$ cat config.mk
export PLATFORM = sky130hd
export DESIGN_NAME = vga_pixel_gen_flat
export DESIGN_NICKNAME = d
export VERILOG_FILES = /design/src/rtl/vga_pixel_gen_if.sv /design/src/rtl/vga_pixel_gen.sv /design/src/flat_wrapper.sv
export SDC_FILE = /design/constraint.sdc
export NUM_CORES = 1
export LEC_CHECK = 0
export ABC_AREA = 1
export BUFFER_PORTS_ARGS = -buffer_cell sky130_fd_sc_hd__buf_4
export CAP_MARGIN = 15
export CORE_MARGIN = 5
export CORE_UTILIZATION = 35
export DETAILED_ROUTE_END_ITERATION = 16
export PLACE_DENSITY = 0.6
export SKIP_LAST_GASP = 1
export SYNTH_ARGS = -nofsm -noshare
export SYNTH_HDL_FRONTEND = slang
export SYNTH_SLANG_ARGS = --single-unit
$ cat constraint.sdc
create_clock -name Clock50 -period 2.8 [get_ports Clock50]
set_clock_uncertainty 0.1 [all_clocks]
set_input_delay 0.84 -clock Clock50 [delete_from_list [all_inputs] [get_ports Clock50]]
set_output_delay 0.84 -clock Clock50 [all_outputs]
set_load 0.02 [all_outputs]
$ cat src/rtl/vga_pixel_gen_if.sv
// Pixel-generator bus: vga_sync counters/syncs and pattern controls in,
// 5-6-5 RGB, delayed syncs, DataEnable and FrameCount out.
interface vga_pixel_gen_if;
  logic        PixelEnable;
  logic [9:0]  HorizontalCounter;
  logic [9:0]  VerticalCounter;
  logic        HorizontalSyncIn;
  logic        VerticalSyncIn;
  logic [1:0]  PatternSelect;
  logic [15:0] SolidColor;
  logic [4:0]  Red;
  logic [5:0]  Green;
  logic [4:0]  Blue;
  logic        HorizontalSync;
  logic        VerticalSync;
  logic        DataEnable;
  logic [7:0]  FrameCount;

  modport master (
    output PixelEnable, HorizontalCounter, VerticalCounter,
    output HorizontalSyncIn, VerticalSyncIn,
    output PatternSelect, SolidColor,
    input  Red, Green, Blue, HorizontalSync, VerticalSync,
    input  DataEnable, FrameCount
  );

  modport slave (
    input  PixelEnable, HorizontalCounter, VerticalCounter,
    input  HorizontalSyncIn, VerticalSyncIn,
    input  PatternSelect, SolidColor,
    output Red, Green, Blue, HorizontalSync, VerticalSync,
    output DataEnable, FrameCount
  );
endinterface

$ cat src/rtl/vga_pixel_gen.sv
// Two-strobe pipelined 5-6-5 test-pattern generator behind vga_sync.
// Ports: Clock50, Reset (async, low), bus (vga_pixel_gen_if.slave).
// Option: define VGA_PIXEL_BORDER_EN for a white 1-pixel frame border.
module vga_pixel_gen #(
  parameter int H_VISIBLE = 640,
  parameter int V_VISIBLE = 480,
  parameter int BAR_WIDTH = 80
) (
  input logic            Clock50,
  input logic            Reset,
  vga_pixel_gen_if.slave bus
);
  localparam logic [9:0] HV = 10'(H_VISIBLE);
  localparam logic [9:0] VV = 10'(V_VISIBLE);
  localparam logic [15:0] WHITE = 16'hFFFF;

  logic [9:0]  h1;
  logic [9:0]  v1;
  logic [9:0]  v1_prev;
  logic        vis1;
  logic        hs1;
  logic        vs1;
  logic [1:0]  mode;
  logic [7:0]  frame;
  logic [3:0]  bar;
  logic [15:0] rgb;
  logic        frame_edge;

  // Entering vblank: first strobe where stage-1 line reaches V_VISIBLE.
  assign frame_edge = (v1 == VV) && (v1_prev != VV);
  assign bus.FrameCount = frame;

  // Compare chain instead of a divider; the lowest matching bound wins.
  always_comb begin
    bar = 4'd8;
    for (int i = 8; i >= 1; i--) begin
      if ({22'd0, h1} < 32'(i * BAR_WIDTH))
        bar = 4'(i - 1);
    end
  end

  always_comb begin
    rgb = '0;
    if (vis1) begin
      case (mode)
        2'd0: begin
          case (bar)
            4'd0:    rgb = WHITE;
            4'd1:    rgb = 16'hFFE0;
            4'd2:    rgb = 16'h07FF;
            4'd3:    rgb = 16'h07E0;
            4'd4:    rgb = 16'hF81F;
            4'd5:    rgb = 16'hF800;
            4'd6:    rgb = 16'h001F;
            default: rgb = '0;
          endcase
        end
        2'd1: begin
          if (h1[5] ^ v1[5])
            rgb = WHITE;
        end
        2'd2: begin
          rgb = {5'(h1[8:4] + frame[4:0]),
                 v1[8:3],
                 frame[5:1]};
        end
        default: rgb = bus.SolidColor;
      endcase
`ifdef VGA_PIXEL_BORDER_EN
      if (h1 == 10'd0 || h1 == HV - 10'd1 ||
          v1 == 10'd0 || v1 == VV - 10'd1)
        rgb = WHITE;
`endif
    end
  end

  always_ff @(posedge Clock50 or negedge Reset) begin
    if (!Reset) begin
      h1                 <= '0;
      v1                 <= '0;
      v1_prev            <= '0;
      vis1               <= 1'b0;
      hs1                <= 1'b1;
      vs1                <= 1'b1;
      mode               <= '0;
      frame              <= '0;
      bus.Red            <= '0;
      bus.Green          <= '0;
      bus.Blue           <= '0;
      bus.DataEnable     <= 1'b0;
      bus.HorizontalSync <= 1'b1;
      bus.VerticalSync   <= 1'b1;
    end else if (bus.PixelEnable) begin
      h1      <= bus.HorizontalCounter;
      v1      <= bus.VerticalCounter;
      v1_prev <= v1;
      vis1    <= (bus.HorizontalCounter < HV) &&
                 (bus.VerticalCounter < VV);
      hs1     <= bus.HorizontalSyncIn;
      vs1     <= bus.VerticalSyncIn;
      if (frame_edge) begin
        frame <= frame + 8'd1;
        mode  <= bus.PatternSelect;
      end
      bus.Red            <= rgb[15:11];
      bus.Green          <= rgb[10:5];
      bus.Blue           <= rgb[4:0];
      bus.DataEnable     <= vis1;
      bus.HorizontalSync <= hs1;
      bus.VerticalSync   <= vs1;
    end
  end
endmodule
$ cat src/flat_wrapper.sv
// flat-port wrapper written by rule: the top's interface ports become plain ports
module vga_pixel_gen_flat 
#(
  parameter int H_VISIBLE = 640,
  parameter int V_VISIBLE = 480,
  parameter int BAR_WIDTH = 80
)
  (Clock50, Reset, bus_PixelEnable, bus_HorizontalCounter, bus_VerticalCounter, bus_HorizontalSyncIn, bus_VerticalSyncIn, bus_PatternSelect, bus_SolidColor, bus_Red, bus_Green, bus_Blue, bus_HorizontalSync, bus_VerticalSync, bus_DataEnable, bus_FrameCount);
  vga_pixel_gen_if bus_i ();
  input logic Clock50;
  input logic Reset;
  input wire logic [$bits(bus_i.PixelEnable)-1:0] bus_PixelEnable;
  input wire logic [$bits(bus_i.HorizontalCounter)-1:0] bus_HorizontalCounter;
  input wire logic [$bits(bus_i.VerticalCounter)-1:0] bus_VerticalCounter;
  input wire logic [$bits(bus_i.HorizontalSyncIn)-1:0] bus_HorizontalSyncIn;
  input wire logic [$bits(bus_i.VerticalSyncIn)-1:0] bus_VerticalSyncIn;
  input wire logic [$bits(bus_i.PatternSelect)-1:0] bus_PatternSelect;
  input wire logic [$bits(bus_i.SolidColor)-1:0] bus_SolidColor;
  output wire logic [$bits(bus_i.Red)-1:0] bus_Red;
  output wire logic [$bits(bus_i.Green)-1:0] bus_Green;
  output wire logic [$bits(bus_i.Blue)-1:0] bus_Blue;
  output wire logic [$bits(bus_i.HorizontalSync)-1:0] bus_HorizontalSync;
  output wire logic [$bits(bus_i.VerticalSync)-1:0] bus_VerticalSync;
  output wire logic [$bits(bus_i.DataEnable)-1:0] bus_DataEnable;
  output wire logic [$bits(bus_i.FrameCount)-1:0] bus_FrameCount;
  assign bus_i.PixelEnable = bus_PixelEnable;
  assign bus_i.HorizontalCounter = bus_HorizontalCounter;
  assign bus_i.VerticalCounter = bus_VerticalCounter;
  assign bus_i.HorizontalSyncIn = bus_HorizontalSyncIn;
  assign bus_i.VerticalSyncIn = bus_VerticalSyncIn;
  assign bus_i.PatternSelect = bus_PatternSelect;
  assign bus_i.SolidColor = bus_SolidColor;
  assign bus_Red = bus_i.Red;
  assign bus_Green = bus_i.Green;
  assign bus_Blue = bus_i.Blue;
  assign bus_HorizontalSync = bus_i.HorizontalSync;
  assign bus_VerticalSync = bus_i.VerticalSync;
  assign bus_DataEnable = bus_i.DataEnable;
  assign bus_FrameCount = bus_i.FrameCount;
  vga_pixel_gen #(.H_VISIBLE(H_VISIBLE), .V_VISIBLE(V_VISIBLE), .BAR_WIDTH(BAR_WIDTH)) u_core (.Clock50(Clock50), .Reset(Reset), .bus(bus_i));
endmodule
Yosys cells after proc, flatten, opt, wreduce, memory -nomap -nowiden
Index checks and enable logic that the tools add are counted.

word-level totals
  register bits = 62
  input bits = 43
  output and inout port bits = 27
  logic and storage cells = 54

cells by class
  add/subtract/negate cells = 2
  order comparisons = 10
  equality and inequality tests = 10
  muxes and demuxes = 12
  bitwise logic cells = 1
  reductions and logical operators = 5

operators with widths
  kind                  number
  $pmux 16 s7           1
  $pmux 16 s3           1
  $lt 10x9->1 const B   4
  $mux 16               2
  $mux 4                8
  $lt 10x10->1 const B  3
  $lt 10x8->1 const B   2
  $eq 4x3->1 const B    3
  $eq 10x9->1 const B   1
  $lt 10x7->1 const B   1
  $ne 10x9->1 const B   1
  $add 8x1->8 const B   1
  $eq 4x2->1 const B    2
  $add 5x5->5           1
  $eq 4x1->1 const B    1
  $logic_not 4->1       1
  $eq 2x1->1 const B    1
  $eq 2x2->1 const B    1
  $logic_and 1x1->1     2
  $logic_not 2->1       1
  $reduce_and 2->1      1
  $xor 1x1->1           1

Depth between registers and ports, before layout
Gate-level depths: netlist (run 1).

  depth in word-level cells = 13
  gate-level depth with buffers = 14
  mapped depth without buffers = 14

Worst setup path after synthesis (run 1)
Ideal clock, no wire load.

  path type = reg-to-reg
  from = reg u_core.frame[0], in the netlist u_core.bus.FrameCount[0]
  to = reg u_core.bus.Red[4]
  setup time = 0.124 ns
  arrival = 1.748 ns
  required time = 2.576 ns
  path slack = 0.828 ns
  cell stages (with the launch flop) = 11
  path buffers = 0
  period minus slack after synthesis = 1.972 ns
  cell sequence = dfrtp_1 > ha_1 > fa_1 > nand2_1 > nand2_1 > a21oi_1 > inv_1 > o21ai_0 > nand2_1 > o211ai_1 > nand2_1

between the ends
  word-level cells in the longest chain between the ends = 3

RTL lines
  what                    line                    text
  start, declared         vga_pixel_gen.sv:24     logic [7:0] frame;
  start signal, assigned  vga_pixel_gen.sv:102    frame <= frame + 8'd1;
  $add 5x5->5             vga_pixel_gen.sv:63     rgb = {5'(h1[8:4] + frame[4:0]),
  $pmux 16 s3             vga_pixel_gen.sv:45     case (mode)
  $mux 16                 vga_pixel_gen.sv:44     if (vis1) begin
  end signal, assigned    vga_pixel_gen.sv:105    bus.Red <= rgb[15:11];
  end, declared           vga_pixel_gen_if.sv:31  output Red, Green, Blue, HorizontalSync, VerticalSync,

No other way between the ends.
A chain may end at the register's enable or synchronous reset.

Final worst setup path (run 1)
Same ends and word-level chain as after synthesis.

==> metrics.md, run 1 <==
| Metric | Value |
|---|---|
| Comb pwr share | `12.7%` |
| CP startpoint kind | `register` |
| R2R Setup Slk | `0.72 ns` |
| Cts bufs inserted | `9` |
| Root Buffer | `clkbuf_8` |
| Register area | `approximately 0.0015 mm2` |
| #FFs+latches synth | `58` |
| Largest family of logic cells by synthesized area | `simple AND/OR/NAND/NOR gates` |
| Post-Synth Adder-Cell Area | `2.80%` |
| Min cycle time layout | `2.08 ns` |
| Layout cell share with drive strength beyond 1 | `24.1%` |
| Internal | `approximately 1.7 mW` |
| Fmax | `480 MHz` |
| Syn Inst Count | `370` |
| Sequential share of the synthesized area | `49.3%` |
| Initial Util | `36.0%` |
| Cells on Worst Hold Path | `2` |
| Setup violators final | `0` |
| Final GP Congestion | `roughly 0.87` |
| Die height | `102 um` |
| Vias per Instance | `4.71` |
| Power per cell area | `580 mW/mm2` |
| Leak Pwr | `1.99 nW` |
| Num Clock Sinks | `58` |
| Slowest CP cell | `dfrtp_1` |
| Reg2reg end | `u_core.bus.Red[4]` |
| Worst-skew pair later-pin latency | `approximately 0.34 ns` |
| Tcrit/Tclk final | `74.4%` |
| CP Cell Sequence | `ha_1, fa_1, nand2_1, nand2_1, a21oi_1, inv_1, o21ai_0, nand2_1, o211ai_1, nand2_1` |
| First-pass GRT wire length | `between 10000 and 15000 um` |
| Crit path max fanout | `6` |
| Post-CTS sizing | `0` |
| Total gr overflow | `0` |
| Die ar. | `0.0104 mm2` |
| WL per Instance | `roughly 13 um` |
| Sw Share | `about a quarter` |
| Worst Hold End | `u_core.hs1` |
| Post-Route WL | `7220 um` |
| Pre-Repair DR Iteration Count | `4` |
| Hold Vio Cnt, Final | `0` |
| Clk pwr share | `around 44%` |
| I/O pin count | `70` |
| Vias in the first global route | `2576` |
| Initial antenna violation count | `0` |
| Flop pwr share | `43.2%` |
| # Max-Cap Violations | `0` |
| Total number of vias | `between 2000 and 3000` |
| # diodes | `0` |
| Row count | `33` |
| Ys Warns | `0` |
| Outcome | `finished, final reports clean` |
| CTS tree | `done` |
| Setup TNS | `0 ns` |
| Slew Viols, Final | `0` |
| Synthesized Nets | `about 420` |
| Post-DP Area | `0.00353 mm2` |
| Post-CTS Setup Repair Bufs | `0` |
| Final core occ | `46.0%` |
| HP Start | `u_core.hs1` |
| Area of the multi-input gates | `approximately 0.0013 mm2` |
| Total Power | `2.19 mW` |
| Slowest stage delay, CP | `around 0.46 ns` |
| Final Net Count | `484` |
| Crit path top cell by count | `nand2_1` |
| Worst r2r src | `u_core.bus.FrameCount[0]` |
| CP required | `2.92 ns` |
| Switching power | `0.540 mW` |
| Synth Area in XOR/XNOR | `roughly 2.4%` |
| Post-route ant nets | `0` |
| RSZ-0062 raised after global routing | `false` |
| HP Class | `reg2reg` |
| Total GRT Usage | `15.0%` |
| CP bufs+invs | `1` |
| Max_slew headroom | `51.1%` |
| Worst Setup Path Type | `reg2reg` |
| Delay-heaviest family, CP | `adder cells` |
| Post-synthesis mux area share | `0%` |
| Synth Area in Simple Gates | `between 20% and 30%` |
| Crit. End Element | `register` |
| Clock edge transition at the registers on the reported setup and hold paths | `0.07 ns` |
| IO buf count | `65` |
| Number of DRC markers in iteration 0 | `approximately 190` |
| Largest net degree at the start of global routing | `59` |
| Worst-Margin Slew | `0.734 ns` |
| Drt drc | `0` |
| Distinct cell type count after synthesis | `31` |
| Peak VDD IR | `~320 uV` |
| R2R cell count | `10` |
| Hold_buf cts | `0` |
| Compound-Gate Fraction of Synth Area | `between 10 and 15%` |
| Post-DP HPWL | `5280 um` |
| Mapped Area | `0.00295 mm2` |
| Htree depth | `3` |
| Fillers | `around 820` |
| Design area | `0.00378 mm2` |
| Area overhead of the layout relative to synthesis | `27.9%` |
| Maximum clock path buffer count | `2` |
| DIE WIDTH | `102 um` |
| Arrival time at the worst endpoint | `2.20 ns` |
| Mapped Avg Cell Area | `7.98 um2` |
| Core area | `0.00822 mm2` |
metrics by stage:
stage | instances | hold WS [ns] | worst slack [ns]
2_1_floorplan | 370 | 0.343 | 0.828
3_3_place_gp | 529 | 0.351 | 0.575
3_5_place_dp | 529 | 0.356 | 0.526
4_1_cts | 545 | 0.366 | 0.736
5_1_grt | 545 | 0.389 | 0.552
6_report | 545 | 0.361 | 0.718
power by group through the flow:
| stage | combinational [mW] | sequential (mW) | clock [mW] |
|---|---|---|---|
| CTS | 0.283 | 0.947 | 0.992 |
| global route | 0.319 | 0.955 | 1.04 |
| finish | 0.279 | 0.947 | 0.966 |
| global placement | 0.277 | 0.961 | 0 |
| detailed placement | 0.282 | 0.962 | 0 |
| floorplan | 0.139 | 0.972 | 0 |
metal layers:
layer	track usage, %	vias up	part of all wire, %
met5	0	-	0
met4	6.46	0	1.8
met3	5.12	9	7.8
met2	22.3	74	44
met1	20.0	1166	46
li1	-	1320	-
kinds of logic after synthesis:
logic type / after synthesis
simple gates: 172
compound gates: 76
flops: 58
buf+inv: 50
xor+xnor: 8
fa+ha+maj: 6
registers in the layout (all words and copies together), names as in the netlist:
| name | cells |
|---|---|
| u_core.bus.Blue | 5 |
| u_core.v1 | 10 |
| u_core.mode | 2 |
| u_core.vs1 | 1 |
| u_core.v1_prev | 10 |
| u_core.bus.VerticalSync | 1 |
| u_core.h1 | 6 |
| u_core.bus.DataEnable | 1 |
| u_core.bus.HorizontalSync | 1 |
| u_core.bus.Green | 6 |
| u_core.hs1 | 1 |
| u_core.bus.Red | 5 |
| u_core.vis1 | 1 |
| u_core.bus.FrameCount | 8 |
layout make-up:
class / instances / share of cell area (%)
clock buffer: 11 / 4.01
timing repair buffer: 68 / 13.5
tap: 105 / 3.48
inverter: 36 / 3.58
multi-input combinational: 262 / 34.2
clock inverter: 5 / 2.65
sequential: 58 / 38.5
worst max path at each step:
| stage | startpoint | end | slack, ns | cells after the start |
|---|---|---|---|---|
| after floorplan | u_core.bus.FrameCount[0] | u_core.bus.Red[4] | 0.83 | 10 |
| after global placement | bus_PixelEnable | u_core.bus.FrameCount[2] | 0.58 | 8 |
| after detailed placement | bus_PixelEnable | u_core.bus.FrameCount[2] | 0.53 | 8 |
| after CTS | u_core.bus.FrameCount[0] | u_core.bus.Red[4] | 0.74 | 10 |
| after global routing | u_core.bus.FrameCount[0] | u_core.bus.Red[4] | 0.55 | 11 |
| final | u_core.bus.FrameCount[0] | u_core.bus.Red[4] | 0.72 | 10 |
placed cells by master (no fill, tap or decap):
cell / synthesis / final
nor3_1: 4 / 4
nand4_2: 1 / 1
bufinv_16: 0 / 3
inv_1: 34 / 34
nor2_4: 1 / 1
xor2_1: 7 / 7
nand4_1: 7 / 7
nand2_1: 118 / 118
o211ai_1: 5 / 5
nor2_1: 33 / 33
dfstp_2: 4 / 4
dfrtp_1: 54 / 54
buf_4: 2 / 68
a32o_1: 1 / 1
nand3_1: 2 / 2
xnor2_1: 1 / 1
ha_1: 5 / 5
clkbuf_8: 0 / 11
fa_1: 1 / 1
inv_2: 2 / 2
a21oi_1: 16 / 16
nand2_2: 2 / 2
nor2_2: 2 / 2
nor4_1: 1 / 1
o21ai_0: 38 / 38
nor4_2: 1 / 1
a31oi_1: 1 / 1
clkinv_2: 0 / 2
o21ai_1: 6 / 6
a21oi_2: 1 / 1
o21ai_2: 8 / 8
Yosys cell counts:
cell type    n  share of area [%]
nor2_4       1               0.38
inv_1       34                4.3
a31oi_1      1               0.21
o21ai_0     38                6.4
dfstp_2      4                3.6
nor3_1       4               0.68
nand2_1    118                 15
o211ai_1     5                1.3
nor4_2       1               0.42
buf_4        2               0.51
nand2_2      2               0.42
nor2_2       2               0.42
nor4_1       1               0.21
xor2_1       7                2.1
nor2_1      33                4.2
o21ai_2      8                2.4
a21oi_2      1               0.30
fa_1         1               0.68
clkbuf_1     5               0.64
nand4_1      7                1.5
nand4_2      1               0.42
buf_2        6                1.0
clkbuf_2     1               0.17
o21ai_1      6                1.0
inv_2        2               0.25
a21oi_1     16                2.7
nand3_1      2               0.34
ha_1         5                2.1
a32o_1       1               0.34
xnor2_1      1               0.30
dfrtp_1     54                 46
tightest hold or removal path, stage by stage (launching register included):
cell and delay [ns]:
dfstp_2 0.37, nand2_1 0.05, nand2_1 0.04
No activity file was read; power rests on OpenSTA's default activity.
==> run 2: changes to the inputs <==
--- a/config.mk
+++ b/config.mk
@@ -5,13 +5,13 @@
 export SDC_FILE = /design/constraint.sdc
 export NUM_CORES = 1
 export LEC_CHECK = 0
-export ABC_AREA = 1
+export ABC_AREA = 0
 export BUFFER_PORTS_ARGS = -buffer_cell sky130_fd_sc_hd__buf_4
 export CAP_MARGIN = 15
 export CORE_MARGIN = 5
 export CORE_UTILIZATION = 35
 export DETAILED_ROUTE_END_ITERATION = 16
-export PLACE_DENSITY = 0.6
+export PLACE_DENSITY = 0.61
 export SKIP_LAST_GASP = 1
 export SYNTH_ARGS = -nofsm -noshare
 export SYNTH_HDL_FRONTEND = slang
==> constraint.sdc (replaced) <==
create_clock -name Clock50 -period 2.1 [get_ports Clock50]
set_clock_uncertainty 0.1 [all_clocks]
set_input_delay 0.63 -clock Clock50 [delete_from_list [all_inputs] [get_ports Clock50]]
set_output_delay 0.63 -clock Clock50 [all_outputs]
set_load 0.02 [all_outputs]
==> metrics.md, run 2 <==
| Metric | Value |
|---|---|
| Outcome | `finished, final reports clean` |
| CTS tree | `done` |
| Post-synth top area share | `around 49%` |
| Crit path top cell by count | `a21oi_1` |
| Leak Pwr | `around 1.7 nW` |
| Ys flop type | `dfrtp_1` |
| Ys Warns | `0` |
| Initial Util | `~36%` |
| Design area | `0.00363 mm2` |
| HP Class | `in2async` |
| R2R cell count | `7` |
| # Max-Cap Violations | `0` |
| Hold_buf cts | `0` |
| Peak VDD IR | `393 uV` |
| Hold Vio Cnt, Final | `0` |
| WL per Instance | `14.9 um` |
| Distinct cell type count after synthesis | `37` |
| Arrival time at the worst endpoint | `between 2 and 2.5 ns` |
| Sequential share of the synthesized area | `52.7%` |
| Slew Viols, Final | `0` |
| CP Cell Sequence | `ha_1, fa_1, a21o_1, a21oi_1, xnor2_1, a21oi_1, o22ai_1` |
| Mapped Area | `0.00276 mm2` |
| Die height | `98.8 um` |
| #FFs+latches synth | `58` |
| Max_slew headroom | `between 60 and 70%` |
| Layout cell share with drive strength beyond 1 | `between 30% and 40%` |
| Area overhead of the layout relative to synthesis | `31.3%` |
| Post-Route WL | `about 6400 um` |
| Htree depth | `3` |
| Synth top cells by count | `dfrtp_1, mux2_2, o21ai_0` |
| CP startpoint kind | `register` |
| Cts bufs inserted | `9` |
| EDFF count, synth | `0` |
| # diodes | `0` |
| Final core occ | `between 40% and 50%` |
| Synthesized Nets | `297` |
| Total Power | `about 2.8 mW` |
| I/O pin count | `70` |
| Mapped Avg Cell Area | `~11 um2` |
| Total number of vias | `2160` |
| R2R Setup Slk | `around 0.14 ns` |
| Row count | `32` |
| Pre-Repair DR Iteration Count | `4` |
| Commonest cells after routing, fill and taps aside | `buf_4, dfrtp_1, mux2_2` |
| Syn Inst Count | `248` |
| Num Clock Sinks | `between 50 and 60` |
| IO buf count | `65` |
| Die ar. | `approximately 0.0098 mm2` |
| Vias per Instance | `5.01` |
| Worst-skew pair later-pin latency | `0.33 ns` |
| Commonest non-fill, non-tap cell in the layout | `buf_4` |
| Clock edge transition at the registers on the reported setup and hold paths | `0.06 ns` |
| Top cells by area, synth | `dfrtp_1, mux2_2, o21ai_0` |
| Number of DRC markers in iteration 0 | `75` |
| Post-CTS Setup Repair Bufs | `0` |
| DIE WIDTH | `about 100 um` |
| Largest net degree at the start of global routing | `30` |
| Setup TNS | `0 ns` |
| Fmax | `between 500 and 600 MHz` |
| Total gr overflow | `0` |
| Final GP Congestion | `0.862` |
| Layout Cells excl Fill | `431` |
| Post-DP Area | `0.00343 mm2` |
| Slowest stage delay, CP | `0.41 ns` |
| First-pass GRT wire length | `10500 um` |
| Total GRT Usage | `between 10 and 15%` |
| Setup violators final | `0` |
| Dominant cell type by area after synthesis | `dfrtp_1` |
| Tcrit/Tclk final | `93.5%` |
| Most numerous cell in the Yosys netlist | `dfrtp_1` |
| Worst Setup Path Type | `reg2reg` |
| Worst-Margin Slew | `~0.51 ns` |
| Min cycle time layout | `1.96 ns` |
| Synth async-reset ratio | `100%` |
| Slowest CP cell | `fa_1` |
| Crit. End Element | `register` |
| Post-DP HPWL | `~4800 um` |
| Core area | `0.00773 mm2` |
| CP required | `2.20 ns` |
| Vias in the first global route | `2107` |
| Root Buffer | `clkbuf_8` |
| Maximum clock path buffer count | `2` |
| RSZ-0062 raised after global routing | `false` |
| Crit path max fanout | `2` |
| Reg2reg end | `u_core.bus.Red[4]` |
| Initial antenna violation count | `0` |
| Final Net Count | `373` |
| Post-CTS sizing | `0` |
| Post-route ant nets | `0` |
| Worst r2r src | `u_core.bus.FrameCount[0]` |
| DP Cell Count | `415` |
| Drt drc | `0` |
| Fillers | `between 700 and 800` |
| Power per cell area | `approximately 770 mW/mm2` |
==> run 2: area by class of cell <==
| type | count | area, um2 | share of cell area, % |
|---|---|---|---|
| clock buffer | 11 | 141 | 3.90 |
| clock inverter | 5 | 53.8 | 1.48 |
| inverter | 19 | 71.3 | 1.97 |
| multi-input combinational | 160 | 1190 | 32.9 |
| sequential | 58 | 1460 | 40.2 |
| tap | 102 | 128 | 3.52 |
| timing repair buffer | 76 | 583 | 16.1 |
==> run 2: worst max-delay path, delay by kind of cell, from the launching register on <==
| family | cells | cell delay [ns] |
|---|---|---|
| adder cells (fa/ha/maj) | 2 | 0.64 |
| XOR/XNOR | 1 | 0.09 |
| flip-flops | 1 | 0.38 |
| AO/OA/AOI/OAI | 4 | 0.63 |
==> run 2: power by group <==
part           total [mW]  internal [mW]  leakage [nW]  switching [mW]
Sequential           1.31           1.23         0.729          0.0833
Combinational       0.481          0.243         0.863           0.238
Clock               0.994          0.576         0.103           0.418
==> run 2: how the worst max path moves through the flow <==
| stage | startpoint | endpoint | slack, ns |
|---|---|---|---|
| global route | u_core.bus.FrameCount[0] | u_core.bus.Red[4] | 0.003 |
| floorplan | u_core.bus.FrameCount[0] | u_core.bus.Red[4] | 0.12 |
| CTS | u_core.bus.FrameCount[0] | u_core.bus.Red[4] | 0.15 |
| global placement | u_core.bus.FrameCount[0] | u_core.bus.Red[4] | 0.17 |
| finish | u_core.bus.FrameCount[0] | u_core.bus.Red[4] | 0.14 |
| detailed placement | u_core.bus.FrameCount[0] | u_core.bus.Red[4] | 0.17 |
==> run 2: cells by family after synthesis <==
kind of cell	after synthesis	synth area share, %
compound gates	67	14.9
simple gates	43	8.47
flops	58	52.7
xor+xnor	12	3.80
buf+inv	30	4.12
fa+ha+maj	6	2.99
mux	32	13.0
==> run 2: layer usage <==
layer | global-route usage [%] | wire (um) | vias to the layer above
li1 | - | - | 1041
met1 | 19.3 | 3070 | 1026
met2 | 18.9 | 2780 | 82
met3 | 4.32 | 463 | 11
met4 | 5.78 | 96 | 0
met5 | 0 | 0 | -
==> run 2: through the flow <==
step                hold WS, ns  worst slack, ns
floorplan                 0.234            0.124
global placement          0.364            0.174
detailed placement        0.368            0.173
CTS                      0.0492            0.155
global route             0.0573          0.00324
finish                   0.0601            0.137
